## src/rtl/pipeline_exec_controller_if.sv

```systemverilog
// Debug-unit control bus for the pipeline execution controller.
// The master drives the run/step/halt controls; the slave returns enable and status.
interface pipeline_exec_controller_if #(
    parameter int unsigned NB_CYCLES = 32,
    parameter int unsigned NB_STATE  = 3
);
    logic                 i_program_loaded;
    logic                 i_start;
    logic                 i_step_mode;
    logic                 i_step;
    logic                 i_halt;
    logic                 o_enable;
    logic                 o_busy;
    logic                 o_done;
    logic [NB_CYCLES-1:0] o_cycle_count;
    logic [NB_STATE-1:0]  o_state;

    modport master (
        output i_program_loaded, i_start, i_step_mode, i_step, i_halt,
        input  o_enable, o_busy, o_done, o_cycle_count, o_state
    );

    modport slave (
        input  i_program_loaded, i_start, i_step_mode, i_step, i_halt,
        output o_enable, o_busy, o_done, o_cycle_count, o_state
    );
endinterface

```

## src/rtl/pipeline_exec_controller.sv

```systemverilog
// Gates the global pipeline enable in continuous or single-step mode, drains
// in-flight instructions after HALT, and counts enabled cycles.
module pipeline_exec_controller #(
    parameter int unsigned N_DRAIN   = 4,
    parameter int unsigned NB_CYCLES = 32,
    parameter int unsigned NB_STATE  = 3
) (
    input  logic                       i_clock,
    input  logic                       i_reset,
    pipeline_exec_controller_if.slave  bus
);
    localparam int unsigned NB_DRAIN = $clog2(N_DRAIN + 1);

    typedef enum logic [2:0] {
        S_IDLE      = 3'd0,
        S_RUN       = 3'd1,
        S_STEP_WAIT = 3'd2,
        S_STEP_EXEC = 3'd3,
        S_DONE      = 3'd4
    } state_t;

    state_t               r_state;
    logic                 r_enable;
    logic                 r_busy;
    logic                 r_done;
    logic [NB_CYCLES-1:0] r_cycle_count;
    logic                 r_draining;
    logic [NB_DRAIN-1:0]  r_drain_cnt;
    logic                 r_step_q;

    state_t               w_next_state;
    logic                 w_step_rise;
    logic                 w_accept;
    logic                 w_drain_last;

    assign w_step_rise  = bus.i_step & ~r_step_q;
    assign w_accept     = ((r_state == S_IDLE) || (r_state == S_DONE))
                          && bus.i_start && bus.i_program_loaded;
    assign w_drain_last = r_enable && r_draining && (r_drain_cnt == NB_DRAIN'(1));

    always_comb begin
        w_next_state = r_state;
        unique case (r_state)
            S_IDLE, S_DONE: begin
                if (w_accept)
                    w_next_state = bus.i_step_mode ? S_STEP_WAIT : S_RUN;
            end
            S_RUN:       w_next_state = S_RUN;
            S_STEP_WAIT: if (w_step_rise) w_next_state = S_STEP_EXEC;
            S_STEP_EXEC: w_next_state = S_STEP_WAIT;
            default:     w_next_state = S_IDLE;
        endcase
        // The final drained cycle ends the run regardless of mode.
        if (w_drain_last)
            w_next_state = S_DONE;
    end

    always_ff @(posedge i_clock) begin
        if (i_reset) begin
            r_state       <= S_IDLE;
            r_enable      <= 1'b0;
            r_busy        <= 1'b0;
            r_done        <= 1'b0;
            r_cycle_count <= '0;
            r_draining    <= 1'b0;
            r_drain_cnt   <= '0;
            r_step_q      <= 1'b0;
        end else begin
            r_step_q <= bus.i_step;
            r_state  <= w_next_state;
            r_enable <= (w_next_state == S_RUN) || (w_next_state == S_STEP_EXEC);
            r_busy   <= (w_next_state == S_RUN) || (w_next_state == S_STEP_WAIT)
                        || (w_next_state == S_STEP_EXEC);
            r_done   <= (w_next_state == S_DONE);

            if (w_accept) begin
                r_cycle_count <= '0;
                r_draining    <= 1'b0;
                r_drain_cnt   <= '0;
            end else if (r_enable) begin
                if (r_cycle_count != '1)
                    r_cycle_count <= r_cycle_count + 1'b1;
                if (!r_draining && bus.i_halt) begin
                    r_draining  <= 1'b1;
                    r_drain_cnt <= NB_DRAIN'(N_DRAIN);
                end else if (r_draining) begin
                    r_drain_cnt <= r_drain_cnt - 1'b1;
                end
            end
        end
    end

    assign bus.o_enable      = r_enable;
    assign bus.o_busy        = r_busy;
    assign bus.o_done        = r_done;
    assign bus.o_cycle_count = r_cycle_count;
    assign bus.o_state       = NB_STATE'(r_state);
endmodule

```

## src/flat_wrapper.sv

```systemverilog
// flat-port wrapper written by rule: the top's interface ports become plain ports
module pipeline_exec_controller_flat 
#(
    parameter int unsigned N_DRAIN   = 4,
    parameter int unsigned NB_CYCLES = 32,
    parameter int unsigned NB_STATE  = 3
)
  (i_clock, i_reset, bus_i_program_loaded, bus_i_start, bus_i_step_mode, bus_i_step, bus_i_halt, bus_o_enable, bus_o_busy, bus_o_done, bus_o_cycle_count, bus_o_state);
  pipeline_exec_controller_if #(.NB_CYCLES(NB_CYCLES), .NB_STATE(NB_STATE)) bus_i ();
  input  logic i_clock;
  input  logic i_reset;
  input wire logic [$bits(bus_i.i_program_loaded)-1:0] bus_i_program_loaded;
  input wire logic [$bits(bus_i.i_start)-1:0] bus_i_start;
  input wire logic [$bits(bus_i.i_step_mode)-1:0] bus_i_step_mode;
  input wire logic [$bits(bus_i.i_step)-1:0] bus_i_step;
  input wire logic [$bits(bus_i.i_halt)-1:0] bus_i_halt;
  output wire logic [$bits(bus_i.o_enable)-1:0] bus_o_enable;
  output wire logic [$bits(bus_i.o_busy)-1:0] bus_o_busy;
  output wire logic [$bits(bus_i.o_done)-1:0] bus_o_done;
  output wire logic [$bits(bus_i.o_cycle_count)-1:0] bus_o_cycle_count;
  output wire logic [$bits(bus_i.o_state)-1:0] bus_o_state;
  assign bus_i.i_program_loaded = bus_i_program_loaded;
  assign bus_i.i_start = bus_i_start;
  assign bus_i.i_step_mode = bus_i_step_mode;
  assign bus_i.i_step = bus_i_step;
  assign bus_i.i_halt = bus_i_halt;
  assign bus_o_enable = bus_i.o_enable;
  assign bus_o_busy = bus_i.o_busy;
  assign bus_o_done = bus_i.o_done;
  assign bus_o_cycle_count = bus_i.o_cycle_count;
  assign bus_o_state = bus_i.o_state;
  pipeline_exec_controller #(.N_DRAIN(N_DRAIN), .NB_CYCLES(NB_CYCLES), .NB_STATE(NB_STATE)) u_core (.i_clock(i_clock), .i_reset(i_reset), .bus(bus_i));
endmodule
```

## config.mk

```make
export PLATFORM = sky130hd
export DESIGN_NAME = pipeline_exec_controller_flat
export DESIGN_NICKNAME = d
export VERILOG_FILES = /design/src/rtl/pipeline_exec_controller_if.sv /design/src/rtl/pipeline_exec_controller.sv /design/src/flat_wrapper.sv
export SDC_FILE = /design/constraint.sdc
export NUM_CORES = 1
export LEC_CHECK = 0
export ABC_CLOCK_PERIOD_IN_PS = 3000
export CAP_MARGIN = 20
export CORE_MARGIN = 8
export CORE_UTILIZATION = 45
export CTS_CLUSTER_DIAMETER = 30
export DETAILED_ROUTE_END_ITERATION = 10
export GPL_TIMING_DRIVEN = 0
export PLACE_DENSITY = 0.78
export SYNTH_ARGS = -nofsm -noshare
export SYNTH_HDL_FRONTEND = slang
export SYNTH_SLANG_ARGS = --single-unit
```

## constraint.sdc

```tcl
create_clock -name i_clock -period 3 [get_ports i_clock]
set_input_delay 0.3 -clock i_clock [delete_from_list [all_inputs] [get_ports i_clock]]
set_output_delay 0.3 -clock i_clock [all_outputs]
set_load 0.01 [all_outputs]
```

Word level (Yosys, flattened, before mapping) --
Index checks and enable logic that the tools add are counted.
Word-level totals: logic and storage cells 46, flip-flop bits (word level) 43, input port bits 7, output and inout bits 38
Cells by class: reductions and logical operators 17, bitwise operators 2, equal/unequal tests 10, multiplexer cells 7, $add $sub $neg 2
Operators by type and width (number):
- 32-bit by 1-bit adder with 32-bit output (second input constant) | 1
- 32-bit inequality test (second input constant) | 1
- 3-bit two-way mux | 5
- 3-bit by 2-bit == test with 1-bit output (second input constant) | 4
- 3-bit case mux with 4 select lines | 1
- 3-bit by 1-bit == test with 1-bit output (second input constant) | 3
- 3-bit == test (second input constant) | 2
- 2-bit AND reduction | 3
- 1-bit logical AND | 5
- 1-bit logical OR | 4
- 2-bit OR reduction | 2
- 3-bit zero test | 1
- 3-bit by 1-bit subtractor with 3-bit output (second input constant) | 1
- 2-bit two-way mux | 1
- 2-bit nonzero test | 1
- 1-bit bitwise AND | 1
- 1-bit zero test | 1
- 1-bit NOT | 1

Longest topological paths before layout --
depth after elaboration 10, depth in mapped cells 8

Least setup slack after synthesis --
No wires, ideal clock.
path kind register to register, from register u_core.r_cycle_count[0] (netlist: u_core.bus.o_cycle_count[0]), to register u_core.r_cycle_count[12] (netlist: u_core.bus.o_cycle_count[12]), path slack 0.958 ns, cell stages (with the launch flop) 9, arrival time 1.909 ns, required time 2.866 ns, path buffers 2, path through dfxtp_1 ha_1 nand4_1 or4_1 clkbuf_2 o211ai_2 buf_4 or3_1 a21oi_1
Between the ends: word-level cells in the longest chain between the ends 2
Ends and longest elaborated chain:
- start, declared | line pipeline_exec_controller.sv:26 | logic [NB_CYCLES-1:0] r_cycle_count;
- start signal, assigned | line pipeline_exec_controller.sv:82 | r_cycle_count <= r_cycle_count + 1'b1;
- branches (longest 2 deep; another with 32-bit by 1-bit adder with 32-bit output)
Parallel ways; which one is timed is not known. A chain may end at the register's enable or synchronous reset.

Worst setup path in the final report --
from input bus_i_start, to register u_core.r_cycle_count[18] (netlist: u_core.bus.o_cycle_count[18])
Between the ends: word-level cells in the longest chain between the ends 3
Ends and longest elaborated chain:
- start, declared | line flat_wrapper.sv:13 | input wire logic [$bits(bus_i.i_start)-1:0] bus_i_start;
- 1-bit logical AND (2 in a row) | line pipeline_exec_controller.sv:38 | && bus.i_start && bus.i_program_loaded;
- 2-bit OR reduction (no source line)
No other way between the ends.

==> metrics <==
crit end category=register; met3 usage=0.0596; WP data arrival=2510 ps; most used cell, CP=clkbuf_1; Tot GR Track Use=0.149; ratio of final minimum period to clock period=0.779; # port buffers=between 40 and 50; final setup skew=between 4 and 5 ps; Main synth FF type=dfxtp_1; top-area cell type share of the netlist area=0.425; Placeable Area=roughly 4400 um^2; post-synthesis sequential area ratio=0.425; gr busiest metal=met2; Worst Tran Pin Value=701 ps; DRC=0; DRT Pass-1 Iters=4; Syn Inst Count=246; cell area power density=411 nW/um^2; synthesized flop and latch total=43; Finished Layout Cells=348; Async SR Flop Fraction=0; GRT overflow=0; Final Instance Area=2620 um^2; gp weighted congestion=roughly 0.85; Post-CTS Setup Bufs=0; WS Path Type=in2reg; max-slew violation count=0; Placed Cells incl. Taps=about 340; post-CTS resize count=0; Clock Latency Late Sink=approximately 290 ps; Rows=24; CP required=between 3000 and 4000 ps; DRT iter0 DRCs=170; synth top area cells=dfxtp_1 (42%), xnor2_1 (6.5%), nor2_1 (6.1%); crit path max-delay cell type=nor4bb_1; critical path, cell by cell=clkdlybuf4s50_1 > nor4bb_1 > or2_2 > clkbuf_1 > clkbuf_1 > nor2_1; io pins=45; EDFF count, synth=0; Layout Nets=306; Hold-fix buffers, CTS=0; Yosys warnings=0; syn_nets=about 260; DIE HEIGHT=between 80 and 90 um; Die Area=6900 um^2; Root Driver=clkbuf_8; min cycle time layout=2340 ps; Fin Hold WS=376 ps; final hold violation count=0; setup TNS=0 ps; post-synth cell types=39; Initial Util=0.465; dpl cell area=2520 um^2; CTS tree=done; layout cells sized above 1=0.0507; grt met2 use=0.238; antenna violations before repair=0; CTS H-tree lvls=2; Worst Path Max Fanout=10; Vias=about 2000; wire per inst=15.0 um; Syn-to-layout area delta=29.5%; Clock Tree Buf Depth=2; WP buf/inv=3; DP HPWL=3750 um; Mean Syn Cell Area=8.23 um^2; RSZ-0062 raised after global routing=no; Final setup viols=0; CTS Buf Count=5; Max Cap Viol=0; crit path launch type=input port; CP delay by family, top=buffers and inverters; Vias/cell=5.75; pin count of the biggest net entering global routing=13; relative slew slack=0.526; status=finished clean; Final Util=0.603; clk sinks=43; slowest stage delay, CP=630 ps; first-pass GRT wire length=~8700 um; Fmax=428 MHz; Worst Hold Class=in2reg; clock-pin slew on the worst setup and hold paths=80 ps; die width=83.1 um; Post-Synthesis Cell Area=a little over 2000 um^2; area leader, netlist=dfxtp_1; Ant. Diodes=0; Peak VDD IR=0.264 mV; P_leak=0.000849 uW; ANT nets after route=0; number of global-route vias before repair=1848; final WL=5240 um; met1 Usage GRT=0.171
cell families (layout without fill, tap and decap cells):
group                      count (synthesis)  in the layout  share of synthesized area
and+or+nand+nor                          116            116                      0.303
AOI/OAI and AO/OA                         46             46                      0.133
DFF                                       43             43                      0.425
xor gates and xnor gates                  19             19                     0.0821
buffers and inverters                     19             69                     0.0383
adders and majority gates                  3              3                     0.0185
worst reg2reg max path, stage by stage (launching register included):
cell and delay (ps):
dfxtp_1 410, ha_1 220, nand4_1 150, nor4_1 510, clkbuf_1 450, a21oi_1 150, xnor2_1 190, nor2_1 60
flip-flops by register name (all words and copies together) (netlist names):
register and flops:
u_core.r_step_q 1, u_core.r_drain_cnt 3, u_core.bus.o_busy 1, u_core.bus.o_enable 1, u_core.bus.o_state 3, u_core.bus.o_cycle_count 32
u_core.r_draining 1, u_core.bus.o_done 1
layout make-up:
class	instances	area, um^2
plain buffers	13	55.1
clock buffers	6	72.6
clock inverters	1	30.0
fillers	382	1730
inverters	6	22.5
multi-input cells	184	1090
flip-flops and latches	43	861
well taps	52	65.1
repair buffers	43	430
path summary, 6_finish.rpt:
check | start | to | slack, ps | depth (start not counted)
min | i_reset | u_core.r_step_q | 380 | 2
max reg2reg | u_core.bus.o_cycle_count[0] | u_core.bus.o_cycle_count[2] | 740 | 7
max | bus_i_start | u_core.bus.o_cycle_count[18] | 660 | 6
min reg2reg | u_core.r_drain_cnt[1] | u_core.r_drain_cnt[1] | 500 | 2
metrics by stage:
| stage | power (uW) | setup slack (ps) |
|---|---|---|
| floorplan | 629 | 958 |
| global placement | 658 | 435 |
| detailed placement | 658 | 371 |
| CTS | 1090 | 688 |
| global route | 1120 | 501 |
| finish | 1080 | 664 |
where the power goes:
group          internal, uW  switching, uW
logic                  26.4           34.7
clock network           244            190
registers               577           6.53
placed cells by master (no fill, tap or decap), types with 2 or more instances in the layout:
cell type and n:
or4_1 5, xnor2_1 15, o31ai_1 3, a21oi_1 24, or2_2 2, nand4_1 14, and2_1 2, clkdlybuf4s50_1 43
clkbuf_8 5, inv_1 6, dfxtp_1 43, clkbuf_1 11, nand2_1 15, nor3_1 7, xor2_1 4, o21ai_0 9
or3_1 6, nor2_1 33, ha_1 3, nor4_1 7, and4_1 3, nand3_1 14, o211ai_1 3
cell usage after synthesis (2+ instances only):
cell	count
a21oi_1	24
and2_1	2
and4_1	3
clkbuf_1	10
dfxtp_1	43
ha_1	3
inv_1	6
nand2_1	15
nand3_1	14
nand4_1	14
nor2_1	33
nor3_1	7
nor4_1	7
o211ai_1	3
o21ai_0	9
o31ai_1	3
or2_2	2
or3_1	6
or4_1	5
xnor2_1	15
xor2_1	4
layer usage:
layer | vias to the layer above | routed length, um
li1 | 989 | -
met1 | 929 | 2340
met2 | 74 | 2380
met3 | 10 | 417
met4 | 0 | 92
met5 | - | 0
No activity file was read; power rests on OpenSTA's default activity.
==> RTL edit: new RTL, same flow settings <==
`N_DRAIN` is set to 4 in 2 places; all go to 16.
--- a/src/rtl/pipeline_exec_controller.sv
+++ b/src/rtl/pipeline_exec_controller.sv
@@ -2,5 +2,5 @@
 // in-flight instructions after HALT, and counts enabled cycles.
 module pipeline_exec_controller #(
-    parameter int unsigned N_DRAIN   = 4,
+    parameter int unsigned N_DRAIN   = 16,
     parameter int unsigned NB_CYCLES = 32,
     parameter int unsigned NB_STATE  = 3
--- a/src/flat_wrapper.sv
+++ b/src/flat_wrapper.sv
@@ -2,5 +2,5 @@
 module pipeline_exec_controller_flat 
 #(
-    parameter int unsigned N_DRAIN   = 4,
+    parameter int unsigned N_DRAIN   = 16,
     parameter int unsigned NB_CYCLES = 32,
     parameter int unsigned NB_STATE  = 3
Behaviour: not the same (a bounded check fails within 10 cycles, from zero or initial values and one cycle with i_reset high).
==> RTL edit against the unedited design <==
Cell count is 5.5% higher; cell area rose by 5.2%; worst setup slack worse by 0.096 ns; wire length decreased by 0.21%; sequential cell count is 2 higher; sequential power rose by 4.5%; count of clock-buffer cells in the layout rose by 1; total power down 1.4%; fmax fell by 3.9%; synthesized area up 7.4%; critical path type unchanged; critical endpoint is now u_core.r_drain_cnt[3]; largest cell class unchanged; largest power group unchanged.
==> RTL edit: results (changes against the unedited design) <==
FF-to-FF End=u_core.bus.o_cycle_count[26]; first-pass GRT wire length=8790 microns (+1.4%); Worst Path Max Fanout=10 (unchanged); reg2reg start=u_core.bus.o_cycle_count[0]; Worst Reg-to-Reg Cells=6 (-1); count of cell types in the netlist=44 (+13%); slowest CP cell=clkdlybuf4s50_1; Vias=2,089 (+4.3%); postcts setup bufs=0 (unchanged); status=finished, final reports clean; top post-synthesis cells by area=dfxtp_1, a21oi_1, nor2_1; Seq/Total Area, Yosys=0.4143 (-0.01068); initial antenna violation count=0 (unchanged); peak supply drop=0.2321 mV (-12%); largest net degree at the start of global routing=13 (unchanged); drt pass-1 iters=4 (unchanged); clock buffer depth=2 (unchanged); WHS Endpoint=u_core.bus.o_state[2]; vias per cell=5.692 (-1.1%); Commonest cells post-synth=dfxtp_1, nor2_1, nand2_1; hpwl dp=3783 microns (+0.79%); Clk pin slew, worst setup/hold paths=0.08 ns (about the same); Critical Path AT=2.60 ns (+0.09 ns); Placed Instances=360 (+5.6%); vias in the first global route=1,869 (+1.1%); Worst Setup SP=bus_i_program_loaded; syn nets=273 (+6.6%); GP Congestion=0.8109 (-4.3%); fin nets=323 (+5.6%); # resized after CTS=0 (unchanged); wire per inst=14.23 microns (-5.4%); Leak=0.9058 nW (+6.7%); internal power=0.8178 mW (-3.5%); worst skew pair latency=0.29 ns (about the same); Post-DP Area=0.002673 sq mm (+6.0%); hold path startpoint=i_reset; Slew headroom=0.4980 (-0.02808); clk_skew=0.004738 ns (+0.0006489 ns); syn_area_per_cell=8.268 sq um (+0.41%); critical path's largest stage delay=0.48 ns (-0.15 ns); reg2reg setup slack=0.61 ns (-0.13 ns); layout cell share with drive strength beyond 1=0.05751 (+0.006832); GRT Total Usage=0.1484 (-0.0004822); Antenna diodes=0 (unchanged); DRT iter0 DRCs=143 (-16%)
-- RTL edit: final cells by class --
cell class	count	area [sq um]
Inverter	10	37.54
Tap cell	54	67.56
Fill cell	437	1933
Timing Repair Buffer	43	430.4
Sequential cell	45	900.9
Buffer	13	62.56
Multi-Input combinational cell	195	1174
Clock buffer	7	86.33
-- RTL edit: worst max-delay path by stage --
stage                                        end  slack [ns]  depth (start not counted)
global route         u_core.bus.o_cycle_count[7]        0.36                          7
floorplan           u_core.bus.o_cycle_count[26]        0.86                          6
finish                     u_core.r_drain_cnt[3]        0.57                          7
CTS                  u_core.bus.o_cycle_count[0]        0.56                          7
global placement    u_core.bus.o_cycle_count[18]        0.28                          7
detailed placement  u_core.bus.o_cycle_count[10]        0.25                          7
-- RTL edit: through the flow --
step                      setup slack, ns  hold slack, ns
final                              0.5683          0.3130
after global routing               0.3634          0.3375
after CTS                          0.5592          0.3128
after detailed placement           0.2481          0.4864
after global placement             0.2818          0.4790
after floorplan                    0.8645          0.4282
-- RTL edit: critical path: cells and delay by family --
| kind | cells | cell delay [ns] |
|---|---|---|
| buffers and inverters | 4 | 1.75 |
| AND/OR/NAND/NOR | 3 | 0.55 |
-- RTL edit: power groups by stage --
| stage | Clock (mW) | Sequential [mW] | Combinational, mW |
|---|---|---|---|
| global placement | 0 | 0.624 | 0.0723 |
| CTS | 0.391 | 0.610 | 0.0741 |
| detailed placement | 0 | 0.624 | 0.0737 |
| floorplan | 0 | 0.626 | 0.0403 |
| global route | 0.417 | 0.612 | 0.0818 |
| finish | 0.380 | 0.610 | 0.0737 |
-- RTL edit: logic make-up (layout without fill, tap and decap cells) --
kind of cell    after synthesis  count (layout)  share of synthesized area
flops                        45              45                     0.4143
buf+inv                      23              73                    0.04603
xor+xnor                      8               8                    0.03222
simple gates                115             115                     0.2802
compound gates               64              64                     0.1870
mux                           5               5                    0.02302
fa+ha+maj                     3               3                    0.01726
-- RTL edit: per-layer routing --
metal / GRT usage / vias to the layer above / routed length, microns
met2: 0.2243 / 53 / 2295
met1: 0.1848 / 968 / 2438
met4: 0.05414 / 0 / 94
li1: - / 1060 / -
met5: 0 / - / 0
met3: 0.06017 / 8 / 396
